--- src/rtl/i2s_rx_frame_ctrl_pkg.sv ---
`default_nettype none
// ============================================================================
// Package     : i2s_rx_pkg
// Description : Shared defaults and FSM state encoding for the I2S receive
//               frame controller and its FIFO.
// Revision    : 1.0 - initial release
// ============================================================================
package i2s_rx_pkg;

  localparam int unsigned DEF_DATA_WIDTH = 16;
  localparam int unsigned DEF_FIFO_DEPTH = 4;
  localparam int unsigned DEF_CNT_WIDTH  = 8;

  // Frame-pairing FSM states
  typedef enum logic [1:0] {
    ST_IDLE       = 2'd0,
    ST_WAIT_LEFT  = 2'd1,
    ST_WAIT_RIGHT = 2'd2
  } state_e;

endpackage : i2s_rx_pkg
`default_nettype wire

--- src/rtl/i2s_rx_frame_ctrl_if.sv ---
`default_nettype none
// ============================================================================
// Interface   : i2s_rx_frame_if
// Description : Stereo frame output handshake (valid/ready) between the
//               frame controller (master) and the host (slave).
// Revision    : 1.0 - initial release
// ============================================================================
interface i2s_rx_frame_if
  import i2s_rx_pkg::*;
#(
  parameter int unsigned DATA_WIDTH = DEF_DATA_WIDTH
);

  logic [DATA_WIDTH-1:0] o_frame_left;
  logic [DATA_WIDTH-1:0] o_frame_right;
  logic                  o_frame_vld;
  logic                  i_frame_rdy;

  modport master (
    output o_frame_left,
    output o_frame_right,
    output o_frame_vld,
    input  i_frame_rdy
  );

  modport slave (
    input  o_frame_left,
    input  o_frame_right,
    input  o_frame_vld,
    output i_frame_rdy
  );

endinterface : i2s_rx_frame_if
`default_nettype wire

--- src/rtl/i2s_frame_fifo.sv ---
`default_nettype none
// ============================================================================
// Module      : i2s_frame_fifo
// Description : Synchronous FIFO of stereo frames. The head entry is presented
//               combinationally from the storage array; a push into a full
//               FIFO is accepted only when a pop happens in the same cycle.
// Revision    : 1.0 - initial release
// ============================================================================
module i2s_frame_fifo
  import i2s_rx_pkg::*;
#(
  parameter int unsigned WIDTH = 2 * DEF_DATA_WIDTH,
  parameter int unsigned DEPTH = DEF_FIFO_DEPTH,
  localparam int unsigned AW   = $clog2(DEPTH)
) (
  input  wire logic             i_clk,
  input  wire logic             i_rst,
  input  wire logic             i_push,
  input  wire logic [WIDTH-1:0] i_push_data,
  input  wire logic             i_pop,
  output logic      [WIDTH-1:0] o_head_data,
  output logic                  o_full,
  output logic                  o_empty,
  output logic      [AW:0]      o_fill
);

  localparam logic [AW:0] C_FULL_LVL = (AW+1)'(DEPTH);

  logic [WIDTH-1:0] mem_q [DEPTH];
  logic [AW-1:0]    wr_ptr_q;
  logic [AW-1:0]    rd_ptr_q;
  logic [AW:0]      fill_q;

  logic w_empty;
  logic w_full;
  logic w_rd_en;
  logic w_wr_en;

  assign w_empty = (fill_q == '0);
  assign w_full  = (fill_q == C_FULL_LVL);
  // When full, a simultaneous pop frees the slot being written this edge
  assign w_rd_en = i_pop & ~w_empty;
  assign w_wr_en = i_push & (~w_full | w_rd_en);

  // Storage array; cleared on reset so the head reads zero after reset
  always_ff @(posedge i_clk or posedge i_rst) begin
    if (i_rst) begin
      for (int i = 0; i < int'(DEPTH); i++) begin
        mem_q[i] <= '0;
      end
    end else if (w_wr_en) begin
      mem_q[wr_ptr_q] <= i_push_data;
    end
  end

  // Pointers wrap naturally because DEPTH is a power of two
  always_ff @(posedge i_clk or posedge i_rst) begin
    if (i_rst) begin
      wr_ptr_q <= '0;
      rd_ptr_q <= '0;
      fill_q   <= '0;
    end else begin
      if (w_wr_en) wr_ptr_q <= wr_ptr_q + 1'b1;
      if (w_rd_en) rd_ptr_q <= rd_ptr_q + 1'b1;
      case ({w_wr_en, w_rd_en})
        2'b10:   fill_q <= fill_q + 1'b1;
        2'b01:   fill_q <= fill_q - 1'b1;
        default: fill_q <= fill_q;
      endcase
    end
  end

  assign o_head_data = mem_q[rd_ptr_q];
  assign o_full      = w_full;
  assign o_empty     = w_empty;
  assign o_fill      = fill_q;

endmodule : i2s_frame_fifo
`default_nettype wire

--- src/rtl/i2s_rx_frame_ctrl.sv ---
`default_nettype none
// ============================================================================
// Module      : i2s_rx_frame_ctrl
// Description : Pairs left/right I2S sample pulses into stereo frames, buffers
//               them in a FIFO and tracks drop / pairing-error statistics.
// Revision    : 1.0 - initial release
// ============================================================================
module i2s_rx_frame_ctrl
  import i2s_rx_pkg::*;
#(
  parameter int unsigned DATA_WIDTH = DEF_DATA_WIDTH,
  parameter int unsigned FIFO_DEPTH = DEF_FIFO_DEPTH,
  parameter int unsigned CNT_WIDTH  = DEF_CNT_WIDTH,
  localparam int unsigned FW        = $clog2(FIFO_DEPTH) + 1
) (
  input  wire logic                  i_sck,
  input  wire logic                  i_sys_rst,
  input  wire logic                  i_enable,
  input  wire logic [DATA_WIDTH-1:0] i_left_data,
  input  wire logic                  i_left_vld,
  input  wire logic [DATA_WIDTH-1:0] i_right_data,
  input  wire logic                  i_right_vld,
  i2s_rx_frame_if.master             frame_if,
  output logic      [FW-1:0]         o_fill,
  output logic                       o_overflow,
  output logic      [CNT_WIDTH-1:0]  o_drop_cnt,
  output logic      [CNT_WIDTH-1:0]  o_sync_err_cnt,
  input  wire logic                  i_clr_stat
);

  state_e                  state_q;
  logic [DATA_WIDTH-1:0]   left_q;
  logic                    overflow_q;
  logic [CNT_WIDTH-1:0]    drop_cnt_q;
  logic [CNT_WIDTH-1:0]    sync_err_q;

  logic                    w_push;
  logic                    w_sync_err;
  logic                    w_drop;
  logic                    w_full;
  logic                    w_empty;
  logic [2*DATA_WIDTH-1:0] w_head;

  // Push and pairing-error strobes decoded from the current state and pulses
  always_comb begin
    w_push     = 1'b0;
    w_sync_err = 1'b0;
    if (i_enable) begin
      case (state_q)
        ST_WAIT_LEFT: begin
          w_sync_err = i_left_vld & i_right_vld;
        end
        ST_WAIT_RIGHT: begin
          // A left pulse here is always an error, alone or with a right one
          w_sync_err = i_left_vld;
          w_push     = i_right_vld & ~i_left_vld;
        end
        default: ;
      endcase
    end
  end

  // A push is lost only when full and the host is not popping this cycle
  assign w_drop = w_push & w_full & ~(frame_if.i_frame_rdy & ~w_empty);

  // Pairing FSM with the held left sample
  always_ff @(posedge i_sck or posedge i_sys_rst) begin
    if (i_sys_rst) begin
      state_q <= ST_IDLE;
      left_q  <= '0;
    end else if (!i_enable) begin
      state_q <= ST_IDLE;
      left_q  <= '0;
    end else begin
      case (state_q)
        ST_IDLE: begin
          state_q <= ST_WAIT_LEFT;
        end
        ST_WAIT_LEFT: begin
          if (i_left_vld && !i_right_vld) begin
            left_q  <= i_left_data;
            state_q <= ST_WAIT_RIGHT;
          end
        end
        ST_WAIT_RIGHT: begin
          if (i_left_vld && i_right_vld) begin
            left_q  <= '0;
            state_q <= ST_WAIT_LEFT;
          end else if (i_left_vld) begin
            left_q  <= i_left_data;
          end else if (i_right_vld) begin
            state_q <= ST_WAIT_LEFT;
          end
        end
        default: begin
          state_q <= ST_IDLE;
          left_q  <= '0;
        end
      endcase
    end
  end

  // Sticky overflow and saturating counters; a clear overrides any event
  always_ff @(posedge i_sck or posedge i_sys_rst) begin
    if (i_sys_rst) begin
      overflow_q <= 1'b0;
      drop_cnt_q <= '0;
      sync_err_q <= '0;
    end else if (i_clr_stat) begin
      overflow_q <= 1'b0;
      drop_cnt_q <= '0;
      sync_err_q <= '0;
    end else begin
      if (w_drop) begin
        overflow_q <= 1'b1;
        if (drop_cnt_q != '1) drop_cnt_q <= drop_cnt_q + 1'b1;
      end
      if (w_sync_err && (sync_err_q != '1)) begin
        sync_err_q <= sync_err_q + 1'b1;
      end
    end
  end

  i2s_frame_fifo #(
    .WIDTH (2 * DATA_WIDTH),
    .DEPTH (FIFO_DEPTH)
  ) u_fifo (
    .i_clk       (i_sck),
    .i_rst       (i_sys_rst),
    .i_push      (w_push),
    .i_push_data ({left_q, i_right_data}),
    .i_pop       (frame_if.i_frame_rdy),
    .o_head_data (w_head),
    .o_full      (w_full),
    .o_empty     (w_empty),
    .o_fill      (o_fill)
  );

  assign frame_if.o_frame_vld   = ~w_empty;
  assign frame_if.o_frame_left  = w_head[2*DATA_WIDTH-1:DATA_WIDTH];
  assign frame_if.o_frame_right = w_head[DATA_WIDTH-1:0];
  assign o_overflow             = overflow_q;
  assign o_drop_cnt             = drop_cnt_q;
  assign o_sync_err_cnt         = sync_err_q;

endmodule : i2s_rx_frame_ctrl
`default_nettype wire

--- src/flat_wrapper.sv ---
// flat-port wrapper written by rule: the top's interface ports become plain ports
module i2s_rx_frame_ctrl_flat import i2s_rx_pkg::*;
#(
  parameter int unsigned DATA_WIDTH = DEF_DATA_WIDTH,
  parameter int unsigned FIFO_DEPTH = DEF_FIFO_DEPTH,
  parameter int unsigned CNT_WIDTH  = DEF_CNT_WIDTH,
  localparam int unsigned FW        = $clog2(FIFO_DEPTH) + 1
)
  (i_sck, i_sys_rst, i_enable, i_left_data, i_left_vld, i_right_data, i_right_vld, o_fill, o_overflow, o_drop_cnt, o_sync_err_cnt, i_clr_stat, frame_if_o_frame_left, frame_if_o_frame_right, frame_if_o_frame_vld, frame_if_i_frame_rdy);
  i2s_rx_frame_if #(.DATA_WIDTH(DATA_WIDTH)) frame_if_i ();
  input  wire logic i_sck;
  input  wire logic i_sys_rst;
  input  wire logic i_enable;
  input  wire logic [DATA_WIDTH-1:0] i_left_data;
  input  wire logic i_left_vld;
  input  wire logic [DATA_WIDTH-1:0] i_right_data;
  input  wire logic i_right_vld;
  output logic      [FW-1:0] o_fill;
  output logic o_overflow;
  output logic      [CNT_WIDTH-1:0] o_drop_cnt;
  output logic      [CNT_WIDTH-1:0] o_sync_err_cnt;
  input  wire logic i_clr_stat;
  output wire logic [$bits(frame_if_i.o_frame_left)-1:0] frame_if_o_frame_left;
  output wire logic [$bits(frame_if_i.o_frame_right)-1:0] frame_if_o_frame_right;
  output wire logic [$bits(frame_if_i.o_frame_vld)-1:0] frame_if_o_frame_vld;
  input wire logic [$bits(frame_if_i.i_frame_rdy)-1:0] frame_if_i_frame_rdy;
  assign frame_if_o_frame_left = frame_if_i.o_frame_left;
  assign frame_if_o_frame_right = frame_if_i.o_frame_right;
  assign frame_if_o_frame_vld = frame_if_i.o_frame_vld;
  assign frame_if_i.i_frame_rdy = frame_if_i_frame_rdy;
  i2s_rx_frame_ctrl #(.DATA_WIDTH(DATA_WIDTH), .FIFO_DEPTH(FIFO_DEPTH), .CNT_WIDTH(CNT_WIDTH)) u_core (.i_sck(i_sck), .i_sys_rst(i_sys_rst), .i_enable(i_enable), .i_left_data(i_left_data), .i_left_vld(i_left_vld), .i_right_data(i_right_data), .i_right_vld(i_right_vld), .frame_if(frame_if_i), .o_fill(o_fill), .o_overflow(o_overflow), .o_drop_cnt(o_drop_cnt), .o_sync_err_cnt(o_sync_err_cnt), .i_clr_stat(i_clr_stat));
endmodule
--- config.mk ---
export PLATFORM = sky130hd
export DESIGN_NAME = i2s_rx_frame_ctrl_flat
export DESIGN_NICKNAME = d
export VERILOG_FILES = /design/src/rtl/i2s_rx_frame_ctrl_pkg.sv /design/src/rtl/i2s_rx_frame_ctrl_if.sv /design/src/rtl/i2s_frame_fifo.sv /design/src/rtl/i2s_rx_frame_ctrl.sv /design/src/flat_wrapper.sv
export SDC_FILE = /design/constraint.sdc
export NUM_CORES = 1
export LEC_CHECK = 0
export CORE_ASPECT_RATIO = 1.1
export CORE_MARGIN = 5
export CORE_UTILIZATION = 35
export CTS_CLUSTER_SIZE = 8
export DETAILED_ROUTE_END_ITERATION = 16
export GPL_ROUTABILITY_DRIVEN = 0
export PLACE_DENSITY_LB_ADDON = 0.1
export SLEW_MARGIN = 30
export SYNTH_ARGS = -nofsm -noshare
export SYNTH_HDL_FRONTEND = slang
export SYNTH_HIERARCHICAL = 1
export SYNTH_SLANG_ARGS = --single-unit
--- constraint.sdc ---
create_clock -name i_sck -period 5.6 [get_ports i_sck]
set_input_delay 1.12 -clock i_sck [delete_from_list [all_inputs] [get_ports i_sck]]
set_output_delay 1.12 -clock i_sck [all_outputs]
set_load 0.005 [all_outputs]
## Word level (Yosys, flattened, before mapping)

Index checks and enable logic that the tools add are counted.

- Register bits after elaboration: 170
- Input bits: 39
- Output and inout port bits: 53
- Logic and storage cells: 89

- Add/sub/neg operators: 6
- $lt $le $gt $ge: 3
- Equality and inequality tests: 12
- Multiplexer cells: 29
- Bitwise gates (word level): 13
- Reduce and logical (&&, ||, !) cells: 14

Operator list:

| kind | number |
|---|---|
| $bwmux 128 | 1 |
| $mux 32 | 3 |
| $bmux 32 s2 | 1 |
| $demux 32 s2 | 1 |
| $mux 16 | 4 |
| $pmux 16 s3 | 1 |
| $mux 8 | 5 |
| $add 8x1->8 const B | 2 |
| $ne 8x8->1 const B | 2 |
| $ne 4x3->1 const B | 3 |
| $mux 2 | 5 |
| $reduce_bool 2->1 | 4 |
| $and 1x1->1 | 6 |
| $ge 3x3->1 const B | 2 |
| $not 2->3 | 2 |
| $pmux 2 s3 | 1 |
| $pmux 3 s2 | 1 |
| $reduce_and 3->1 | 2 |
| $mux 1 | 5 |
| $add 2x1->2 const B | 2 |
| $eq 2x1->1 const B | 2 |
| $eq 2x2->1 const B | 2 |
| $logic_and 1x1->1 | 4 |
| $not 1->1 | 4 |
| other kinds (12) | 12 |

## Longest topological paths before layout

Gate-level depths: netlist (run 1).

- Word-level depth: 8
- Depth in mapped cells: 10
- Mapped depth without buffers: 10

## By module

Netlist (run 1), hierarchy kept.

By module, submodules not included:

| module | instances | cells an instance | area an instance (sq um) | seq. area each (sq um) |
|---|---|---|---|---|
| i2s_frame_fifo | 1 | 350 | 5977.0 | 3378.2 |
| i2s_rx_frame_ctrl | 1 | 192 | 1879.3 | 875.8 |

## Least setup slack after synthesis (run 1)

No wires, ideal clock.

- Path type: input -> register
- Start point: input port frame_if_i_frame_rdy
- End point: register u_core.u_fifo.fill_q[2] (netlist: u_core/u_fifo/o_fill[2])
- Setup time: 0.079 ns
- Arrival time: 2.574 ns
- Data required time: 5.521 ns
- Path slack: 2.947 ns
- Stages: 8
- Buffers on the path: 0
- Cell sequence: nor4b_4 -> nand2b_1 -> ha_1 -> inv_1 -> fa_1 -> xor2_1 -> nor2_1 -> xor2_1

- Longest elaborated chain between the ends: 5
- Elaborated cells between the ends (all ways): 7
- Those cells by class: 2 x eq/ne; 1 x mux; 3 x bitwise; 1 x reduce/logical

RTL lines:

| what | line | RTL |
|---|---|---|
| start: declaration | flat_wrapper.sv:26 | `input wire logic [$bits(frame_if_i.i_frame_rdy)-1:0] frame_if_i_frame_rdy;` |
| $and 1x1->1 * | i2s_frame_fifo.sv:42 | `assign w_rd_en = i_pop & ~w_empty;` |
| $or 1x1->1 | i2s_frame_fifo.sv:43 | `assign w_wr_en = i_push & (~w_full \| w_rd_en);` |
| $and 1x1->1 | i2s_frame_fifo.sv:43 |  |
| $eq 2x1->1 / $eq 2x2->1 (equally long branches) | i2s_frame_fifo.sv:65 | `case ({w_wr_en, w_rd_en})` |
| $pmux 3 s2 / $reduce_bool 2->1 (equally long branches) | - |  |
| end signal: assignment | i2s_frame_fifo.sv:66 | `2'b10: fill_q <= fill_q + 1'b1;` |
| end signal: assignment | i2s_frame_fifo.sv:67 | `2'b01: fill_q <= fill_q - 1'b1;` |
| end signal: assignment | i2s_frame_fifo.sv:68 | `default: fill_q <= fill_q;` |
| end: declaration | i2s_frame_fifo.sv:32 | `logic [AW:0] fill_q;` |

Every way passes the cells marked *; elsewhere a longest branch is shown, timed or not.
A chain may end at the register's enable or synchronous reset.

## Final worst setup path (run 1)

- Start point: register u_core.u_fifo.rd_ptr_q[0]
- End point: output port frame_if_o_frame_right[3]

- Longest elaborated chain between the ends: 4

RTL lines:

| what | line | RTL |
|---|---|---|
| start: declaration | i2s_frame_fifo.sv:31 | `logic [AW-1:0] rd_ptr_q;` |
| start signal: assignment | i2s_frame_fifo.sv:64 | `if (w_rd_en) rd_ptr_q <= rd_ptr_q + 1'b1;` |
| $not 2->3 (not written as such) | i2s_frame_fifo.sv:73 | `assign o_head_data = mem_q[rd_ptr_q];` |
| $bmux 32 s2 | i2s_frame_fifo.sv:73 |  |
| $mux 32 (not written as such) (2 in series) | i2s_frame_fifo.sv:73 |  |
| end: declaration | flat_wrapper.sv:24 | `output wire logic [$bits(frame_if_i.o_frame_right)-1:0] frame_if_o_frame_right;` |

Every way passes these cells. The select of a mux whose other input is x is not followed.

==> qor.yml, run 1 <==
detailed_routing:
  routedWlPerCell_um: 18.3
  ant_nets: 0
  via_count: 4684
  drt_iter0_drc: 218
  avgViaCountPerCell: 4.95
  drc_errors: 0
  dr.pass1.iters: 4
  routed_wl_mm: 17.3
cells_and_area:
  nFillCells: 2016
  nNetsFinal: 690
  drive_gt1_share_pct: 33.6
  final_area_sq_um: 9760
  diodes: 0
  areaGrowthSynthToFinish_pct: 24.3
sta:
  fin_skew_ns: 0.0140
  fmaxAchievable_mhz: 275
  setup-tns-final_ns: 0
  tightestPinTransition_ns: 0.978
  maxSlewHeadroom_pct: 34.8
  grt_setup_unrepaired: "no"
  drv_slew: 0
  setup_viol: 0
  hold_viol: 0
  fin_crit_ns: 3.64
  whs_ns: 0.503
  period_share_pct: 65.0
die:
  boundaryPins: 92
  coreArea_sq_um: 22100
  dieWidth_um: 153
  dieArea_sq_um: 25500
  initial_core_util_pct: 35.5
  rows: 57
  die_y_um: 167
synthesis:
  synth.largest_area_cell: "dfrtp_1"
  synth_top_area_share_pct: 54.1
  synthCells: 542
  synth-main-ff-cell: "dfrtp_1"
  syn_area_per_cell_sq_um: 14.5
  synth_area_leaders: "dfrtp_1, mux2_2, mux4_2"
  synth-async-reset-ratio_pct: 100
  synth_edf_count: 0
  syn_area_sq_um: 7860
  synth_cell_types: 49
  yosysSeqAreaShare_pct: 54.1
  syn_nets: 594
  ys_warn_count: 6
  ys_seq_elements: 170
clock_tree:
  post_cts_buffers: 0
  cts_buffer_depth: 2
  clock-root-buffer: "clkbuf_16"
  cts_num_sinks: 170
  cts_tree: "built"
  insertion_delay_ns: 0.43
  cts_hold_buf: 0
  cts_resized: 0
  clk_pin_slew_ns: 0.07
  htree_levels: 4
  numCtsBuffers: 17
critical_path:
  slowest_delay_ns: 0.73
  setup.worst_path.start: "u_core/u_fifo/rd_ptr_q[0]$_DFFE_PP0P_"
  cp_cell_sequence: "buf_4, mux4_2, clkdlybuf4s50_1"
  r2r-start: "u_core/state_q[0]$_DFFE_PP0P_"
  critPathSlowestCell: "dfrtp_2"
  start_kind: "flip-flop"
  required_ns: 4.48
  r2r-end: "u_core/u_fifo/mem_q[33]$_DFFE_PP0P_"
  cp.arrival_ns: 2.52
  crit_fanout: 15
  cp-endpoint: "frame_if_o_frame_right[3]"
  rrSetupSlack_ns: 3.08
  critPathBufInv: 2
  crit_path_end_kind: "output pin"
  rr_worst_depth: 7
  crit_cells: 3
  path_class: "flip-flop to output pin"
  cpLargestDelayFamily: "buffers and inverters"
grt:
  track_usage_pct: 14.0
  grt_pass1_wl_mm: 28.4
  grt_overflow_total: 0
  grt_pass1_vias: 5095
  antenna_found_initial: 0
  grt_max_degree: 105
power:
  cellLeakagePower_nw: 4.46
  ir_worst_vdd_mv: 0.175
  p_per_area_nw_per_um2: 310
outcome:
  outcome: "finished, final reports clean"
job:
  cap_violations: 0
place:
  io_buffers: 91
  place_hpwl_mm: 11.5
  detailed_place.area_sq_um: 9170
hold_path:
  hold_path.class: "flip-flop to flip-flop"
  min_delay_path_depth: 1
-- cells by family (layout without fill, tap and decap cells) --
family | after synthesis | count (layout) | share of synthesized area (%)
AND/OR/NAND/NOR | 80 | 80 | 5.64
AO/OA/AOI/OAI | 34 | 34 | 2.80
XOR/XNOR | 9 | 9 | 1.00
adder cells (fa/ha/maj) | 13 | 13 | 2.17
buffers and inverters | 55 | 164 | 4.01
multiplexers | 181 | 181 | 30.2
flip-flops | 170 | 170 | 54.1
-- metal layers --
metal	vias to the layer above	track usage [%]	wire length, um
li1	2145	-	-
met4	0	3.84	137
met5	-	0	0
met2	75	23.7	8800
met3	13	3.07	531
met1	2451	18.1	7870
-- registers in the layout, indices dropped and copies added, names as in the netlist --
register,count
u_core/u_fifo/wr_ptr_q,2
u_core/o_sync_err_cnt,8
u_core/u_fifo/rd_ptr_q,2
u_core/o_drop_cnt,8
u_core/left_q,16
u_core/u_fifo/mem_q,128
u_core/u_fifo/o_fill,3
u_core/state_q,2
u_core/o_overflow,1
-- cells in the final DEF, fill, tap and decap left out, types with 6 or more instances in the layout --
cell type / instances
dfrtp_1: 168
mux2_2: 129
clkdlybuf4s50_1: 91
mux4_2: 32
inv_1: 28
nand2_1: 28
mux2i_1: 19
clkbuf_16: 17
nor2_1: 13
a21oi_1: 13
ha_1: 12
xor2_1: 6
buf_16: 6
-- cell usage after synthesis (2+ instances only) --
library cell and n:
nor2_1 17, a21oi_1 13, o2111ai_1 2, or4_1 5, and3_2 2, dfrtp_1 170, buf_6 13, nand3_1 5
mux2i_1 19, nand4_1 2, xnor2_1 3, mux2_2 129, o31ai_1 5, or3_1 3, and3_1 3, ha_1 12
nor2b_1 2, inv_1 30, buf_2 6, xor2_1 6, mux4_2 32, o21ai_0 5, clkbuf_1 5, nand2_1 28
-- power breakdown --
group          internal (mW)  leakage (nW)  total [mW]  switching [mW]
clock network          0.631         0.279        1.16           0.530
logic                  0.265          1.82       0.449           0.184
registers               1.28          2.35        1.42           0.141
-- metrics by stage --
stage	worst slack, ns	power [mW]	util (%)	instances
5_1_grt	1.80	3.17	44.2	946
2_1_floorplan	0.869	1.69	-	542
3_5_place_dp	1.97	1.91	41.5	914
6_report	1.96	3.03	44.2	946
4_1_cts	1.88	3.09	44.1	946
3_3_place_gp	1.95	1.88	40.7	908
-- cell type report --
type | count | area (sq um) | share of cell area, %
Clock buffer | 17 | 425 | 4.36
Timing Repair Buffer | 102 | 1110 | 11.4
Clock inverter | 15 | 160 | 1.64
Multi-Input combinational cell | 317 | 3320 | 34.0
Tap cell | 295 | 369 | 3.78
Inverter | 30 | 120 | 1.23
Sequential cell | 170 | 4260 | 43.6
-- how the worst min path moves through the flow --
stage                                                   start                                  end  slack (ns)
after global routing      u_core/u_fifo/mem_q[81]$_DFFE_PP0P_  u_core/u_fifo/mem_q[81]$_DFFE_PP0P_        0.52
after floorplan           u_core/u_fifo/mem_q[32]$_DFFE_PP0P_  u_core/u_fifo/mem_q[32]$_DFFE_PP0P_        0.48
after CTS                 u_core/u_fifo/mem_q[45]$_DFFE_PP0P_  u_core/u_fifo/mem_q[45]$_DFFE_PP0P_        0.51
after global placement    u_core/u_fifo/mem_q[44]$_DFFE_PP0P_  u_core/u_fifo/mem_q[44]$_DFFE_PP0P_        0.48
final                     u_core/u_fifo/mem_q[45]$_DFFE_PP0P_  u_core/u_fifo/mem_q[45]$_DFFE_PP0P_        0.50
after detailed placement  u_core/u_fifo/mem_q[45]$_DFFE_PP0P_  u_core/u_fifo/mem_q[45]$_DFFE_PP0P_        0.49
No activity file was read; power rests on OpenSTA's default activity.
==> run 2, diff against run 1 <==
==> constraint.sdc (replaced) <==
create_clock -name i_sck -period 3.3 [get_ports i_sck]
set_input_delay 0.66 -clock i_sck [delete_from_list [all_inputs] [get_ports i_sck]]
set_output_delay 0.66 -clock i_sck [all_outputs]
set_load 0.005 [all_outputs]
==> qor.yml, run 2 (synthesized netlist as in run 1, its figures left out) <==
outcome:
  outcome: "finished, final reports clean"
job:
  cap_violations: 0
place:
  place_hpwl_mm: 11.3
  io_buffers: 91
  pre_cts_ws_ns: 0.506
  detailed_place.area_sq_um: 9150
sta:
  maxSlewHeadroom_pct: 48.7
  drv_slew: 0
  setup-tns-final_ns: 0
  tightestPinTransition_ns: 0.768
  setup_viol: 0
  fin_crit_ns: 2.99
  hold_viol: 0
  grt_setup_unrepaired: "no"
  fin_skew_ns: 0.00807
  fmaxAchievable_mhz: 335
  period_share_pct: 90.6
  final.setup.worst_slack_ns: 0.311
die:
  rows: 57
  boundaryPins: 92
  dieWidth_um: 153
  initial_core_util_pct: 35.5
  coreArea_sq_um: 22100
  die_y_um: 167
  dieArea_sq_um: 25500
clock_tree:
  numCtsBuffers: 17
  post_cts_buffers: 0
  cts_buffer_depth: 2
  clk_pin_slew_ns: 0.06
  clock-root-buffer: "clkbuf_16"
  cts_tree: "built"
  cts_num_sinks: 170
  htree_levels: 4
  cts_hold_buf: 0
  insertion_delay_ns: 0.42
  cts_resized: 0
power:
  power_mw: 5.16
  cellLeakagePower_nw: 4.47
  p_per_area_nw_per_um2: 531
  ir_worst_vdd_mv: 0.335
grt:
  antenna_found_initial: 0
  grt_overflow_total: 0
  track_usage_pct: 14.2
  grt_max_degree: 53
  grt_pass1_vias: 5282
  grt_pass1_wl_mm: 28.8
critical_path:
  start_kind: "flip-flop"
  cp.arrival_ns: 2.33
  path_class: "flip-flop to output pin"
  required_ns: 2.64
  crit_fanout: 15
  crit_path_end_kind: "output pin"
detailed_routing:
  drt_iter0_drc: 172
  ant_nets: 0
  via_count: 4706
  dr.pass1.iters: 4
  avgViaCountPerCell: 4.95
  routedWlPerCell_um: 18.2
  drc_errors: 0
  routed_wl_mm: 17.3
cells_and_area:
  drive_gt1_share_pct: 34.1
  nNetsFinal: 695
  top_regs: "u_core/u_fifo/mem_q (128), u_core/left_q (16)"
  largest_reg_flops: 128
  regMostFlops: "u_core/u_fifo/mem_q"
  most-common-layout-cells: "dfrtp_1, mux2_2, clkdlybuf4s50_1"
  diodes: 0
  areaGrowthSynthToFinish_pct: 23.8
  mostFrequentLayoutCell: "dfrtp_1"
  final_area_sq_um: 9730
hold_path:
  hold_path.class: "flip-flop to flip-flop"
[run 2: cell types whose count changed in the layout (fill, tap and decap cells not counted)]
cell / previous run / this run
buf_4: 5 / 11
bufinv_16: 1 / 2
buf_12: 0 / 5
inv_8: 4 / 1
clkinv_4: 2 / 1
buf_16: 6 / 0
clkinv_1: 1 / 0
inv_6: 4 / 3
clkinv_2: 1 / 7
clkinvlp_4: 3 / 2
clkinv_8: 1 / 0
inv_1: 28 / 29
[run 2: path summary, 6_finish.rpt]
check	start	end	slack (ns)	cells after the start
setup / recovery	u_core/u_fifo/rd_ptr_q[0]$_DFFE_PP0P_	frame_if_o_frame_left[14]	0.31	3
hold / removal	u_core/u_fifo/mem_q[59]$_DFFE_PP0P_	u_core/u_fifo/mem_q[59]$_DFFE_PP0P_	0.50	1
setup reg to reg	u_core/state_q[0]$_DFFE_PP0P_	u_core/u_fifo/o_fill[2]$_DFFE_PP0P_	0.99	10
hold reg to reg	u_core/u_fifo/mem_q[59]$_DFFE_PP0P_	u_core/u_fifo/mem_q[59]$_DFFE_PP0P_	0.50	1
max in group asynchronous	i_sys_rst	u_core/u_fifo/mem_q[25]$_DFFE_PP0P_	1.80	3
min in group asynchronous	i_sys_rst	u_core/o_drop_cnt[1]$_DFFE_PP0P_	0.62	2
[run 2: layout make-up]
cell class | count | area, sq um
clock inverter | 15 | 149
clock buffer | 17 | 425
multi-input combinational | 317 | 3320
fill | 2032 | 12400
sequential | 170 | 4260
inverter | 30 | 116
tap | 295 | 369
timing repair buffer | 107 | 1090
[run 2: routing by layer]
layer | up-vias | share of wire (%) | global-route usage, %
met1 | 2450 | 46 | 19.2
met2 | 79 | 49 | 22.7
met5 | - | 0 | 0
met4 | 0 | 1.2 | 4.03
met3 | 15 | 3.3 | 3.72
li1 | 2162 | - | -
[run 2: worst max-delay path, stage by stage (launching register included)]
cell	delay [ns]
dfrtp_2	0.62
buf_12	0.25
mux4_2	0.54
clkdlybuf4s50_1	0.49
[run 2: stage by stage]
stage	hold WS, ns	util, %	instances
6_report	0.502	44.0	951
5_1_grt	0.514	44.0	951
4_1_cts	0.507	44.0	951
3_5_place_dp	0.492	41.4	919
3_3_place_gp	0.483	41.4	919
2_1_floorplan	0.475	-	542
[run 2: power by group]
part | switching (mW) | internal [mW]
clock network | 0.838 | 1.12
registers | 0.150 | 2.17
logic | 0.408 | 0.481
total | 1.40 | 3.77
==> run 3, diff against run 2 <==
--- a/config.mk
+++ b/config.mk
@@ -11,6 +11,7 @@
 export CTS_CLUSTER_SIZE = 8
 export DETAILED_ROUTE_END_ITERATION = 16
 export GPL_ROUTABILITY_DRIVEN = 0
+export GPL_TIMING_DRIVEN = 0
 export PLACE_DENSITY_LB_ADDON = 0.1
 export SLEW_MARGIN = 30
 export SYNTH_ARGS = -nofsm -noshare
==> qor.yml, run 3 (synthesized netlist as in run 1, its figures left out) <==
power:
  ir_worst_vdd_mv: 0.319
  p_per_area_nw_per_um2: 516
  cellLeakagePower_nw: 4.52
die:
  dieWidth_um: 153
  initial_core_util_pct: 35.5
  coreArea_sq_um: 22100
  boundaryPins: 92
  rows: 57
  dieArea_sq_um: 25500
  die_y_um: 167
place:
  io_buffers: 90
  place_hpwl_mm: 12.4
  pre_cts_ws_ns: 0.287
  dp_cells: 933
sta:
  setup_viol: 0
  final.setup.worst_slack_ns: 0.199
  setup-tns-final_ns: 0
  fin_crit_ns: 3.10
  fmaxAchievable_mhz: 323
  fin_skew_ns: 0.0164
  drv_slew: 0
  whs_ns: 0.458
  hold_viol: 0
  grt_setup_unrepaired: "no"
  tightestPinTransition_ns: 0.731
  period_share_pct: 94.0
  maxSlewHeadroom_pct: 51.1
clock_tree:
  insertion_delay_ns: 0.42
  cts_num_sinks: 170
  cts_buffer_depth: 2
  cts_tree: "built"
  clk_pin_slew_ns: 0.07
  clock-root-buffer: "clkbuf_16"
  numCtsBuffers: 17
  htree_levels: 4
grt:
  antenna_found_initial: 0
  grt_max_degree: 30
  grt_pass1_vias: 5284
  met1_usage_pct: 19.6
  track_usage_pct: 14.5
  grt_busiest_layer: "met2"
  grt_pass1_wl_mm: 29.5
  use_met3_pct: 3.61
  grtUsageMet2_pct: 23.8
  grt_overflow_total: 0
critical_path:
  start_kind: "flip-flop"
  cp.arrival_ns: 2.44
  crit_path_end_kind: "output pin"
  r2r-start: "u_core/state_q[0]$_DFFE_PP0P_"
  rrSetupSlack_ns: 0.78
  r2r-end: "u_core/u_fifo/mem_q[28]$_DFFE_PP0P_"
  required_ns: 2.64
  crit_fanout: 10
  path_class: "flip-flop to output pin"
  rr_worst_depth: 7
hold_path:
  hold_start: "i_clr_stat"
  hold_path.class: "primary input to flip-flop"
  min_to: "u_core/o_overflow$_DFFE_PP0P_"
  min_delay_path_depth: 2
cells_and_area:
  areaGrowthSynthToFinish_pct: 24.8
  regMostFlops: "u_core/u_fifo/mem_q"
  most-common-layout-cells: "dfrtp_1, mux2_2, clkdlybuf4s50_1"
  largest_reg_flops: 128
  final_cells: 965
  diodes: 0
  nNetsFinal: 709
  nFillCells: 2039
  top_regs: "u_core/u_fifo/mem_q (128), u_core/left_q (16)"
  drive_gt1_share_pct: 33.9
  seqCellArea_sq_um: 4250
  multi_input_area_sq_um: 3290
  mostFrequentLayoutCell: "dfrtp_1"
  final_util_pct: 44.3
detailed_routing:
  avgViaCountPerCell: 4.91
  dr.pass1.iters: 4
  routedWlPerCell_um: 18.3
  via_count: 4740
  drt_iter0_drc: 154
  routed_wl_mm: 17.7
  ant_nets: 0
  drc_errors: 0
outcome:
  outcome: "finished, final reports clean"
job:
  cap_violations: 0
-- run 3: critical path: stages (launching register included) --
cell             delay [ns]
dfrtp_1                0.31
buf_2                  0.21
buf_2                  0.42
mux4_2                 0.61
clkdlybuf4s50_1        0.47
-- run 3: worst max path at each step --
stage / startpoint / end
floorplan: i_sys_rst / u_core/u_fifo/mem_q[0]$_DFFE_PP0P_
global placement: i_sys_rst / u_core/u_fifo/mem_q[107]$_DFFE_PP0P_
detailed placement: i_enable / u_core/u_fifo/mem_q[7]$_DFFE_PP0P_
CTS: u_core/u_fifo/rd_ptr_q[1]$_DFFE_PP0P_ / frame_if_o_frame_right[3]
global route: u_core/u_fifo/rd_ptr_q[0]$_DFFE_PP0P_ / frame_if_o_frame_left[14]
finish: u_core/u_fifo/rd_ptr_q[0]$_DFFE_PP0P_ / frame_if_o_frame_left[12]
-- run 3: cell type report --
class / count / share of cell area (%)
Sequential cell: 170 / 43.4
Multi-Input combinational cell: 317 / 33.5
Timing Repair Buffer: 96 / 10.4
Clock buffer: 23 / 4.67
Tap cell: 295 / 3.77
Buffer: 25 / 2.11
Inverter: 30 / 1.19
Clock inverter: 9 / 0.932
-- run 3: layer usage --
layer	up-vias	wire, um
met2	72	8740
met3	10	589
met4	0	133
met5	-	0
met1	2476	8200
li1	2182	-
-- run 3: power by group --
part | total (mW) | internal, mW | switching (mW)
registers | 2.25 | 2.17 | 0.0807
logic | 0.932 | 0.447 | 0.485
clock network | 1.88 | 1.06 | 0.816
-- run 3: through the flow --
step | area [sq um] | power [mW]
floorplan | 7860 | 2.87
detailed placement | 9250 | 3.25
CTS | 9800 | 5.15
global route | 9800 | 5.32
global placement | 9130 | 3.21
finish | 9800 | 5.06
-- run 3: repair_timing --
| action | in CTS | in global routing |
|---|---|---|
| buffers inserted | 0 | 0 |
| setup endpoints to repair | 14 | 6 |
| resized for setup | 2 | 2 |
| hold buffers | 0 | 0 |
| pin swaps | 0 | 0 |
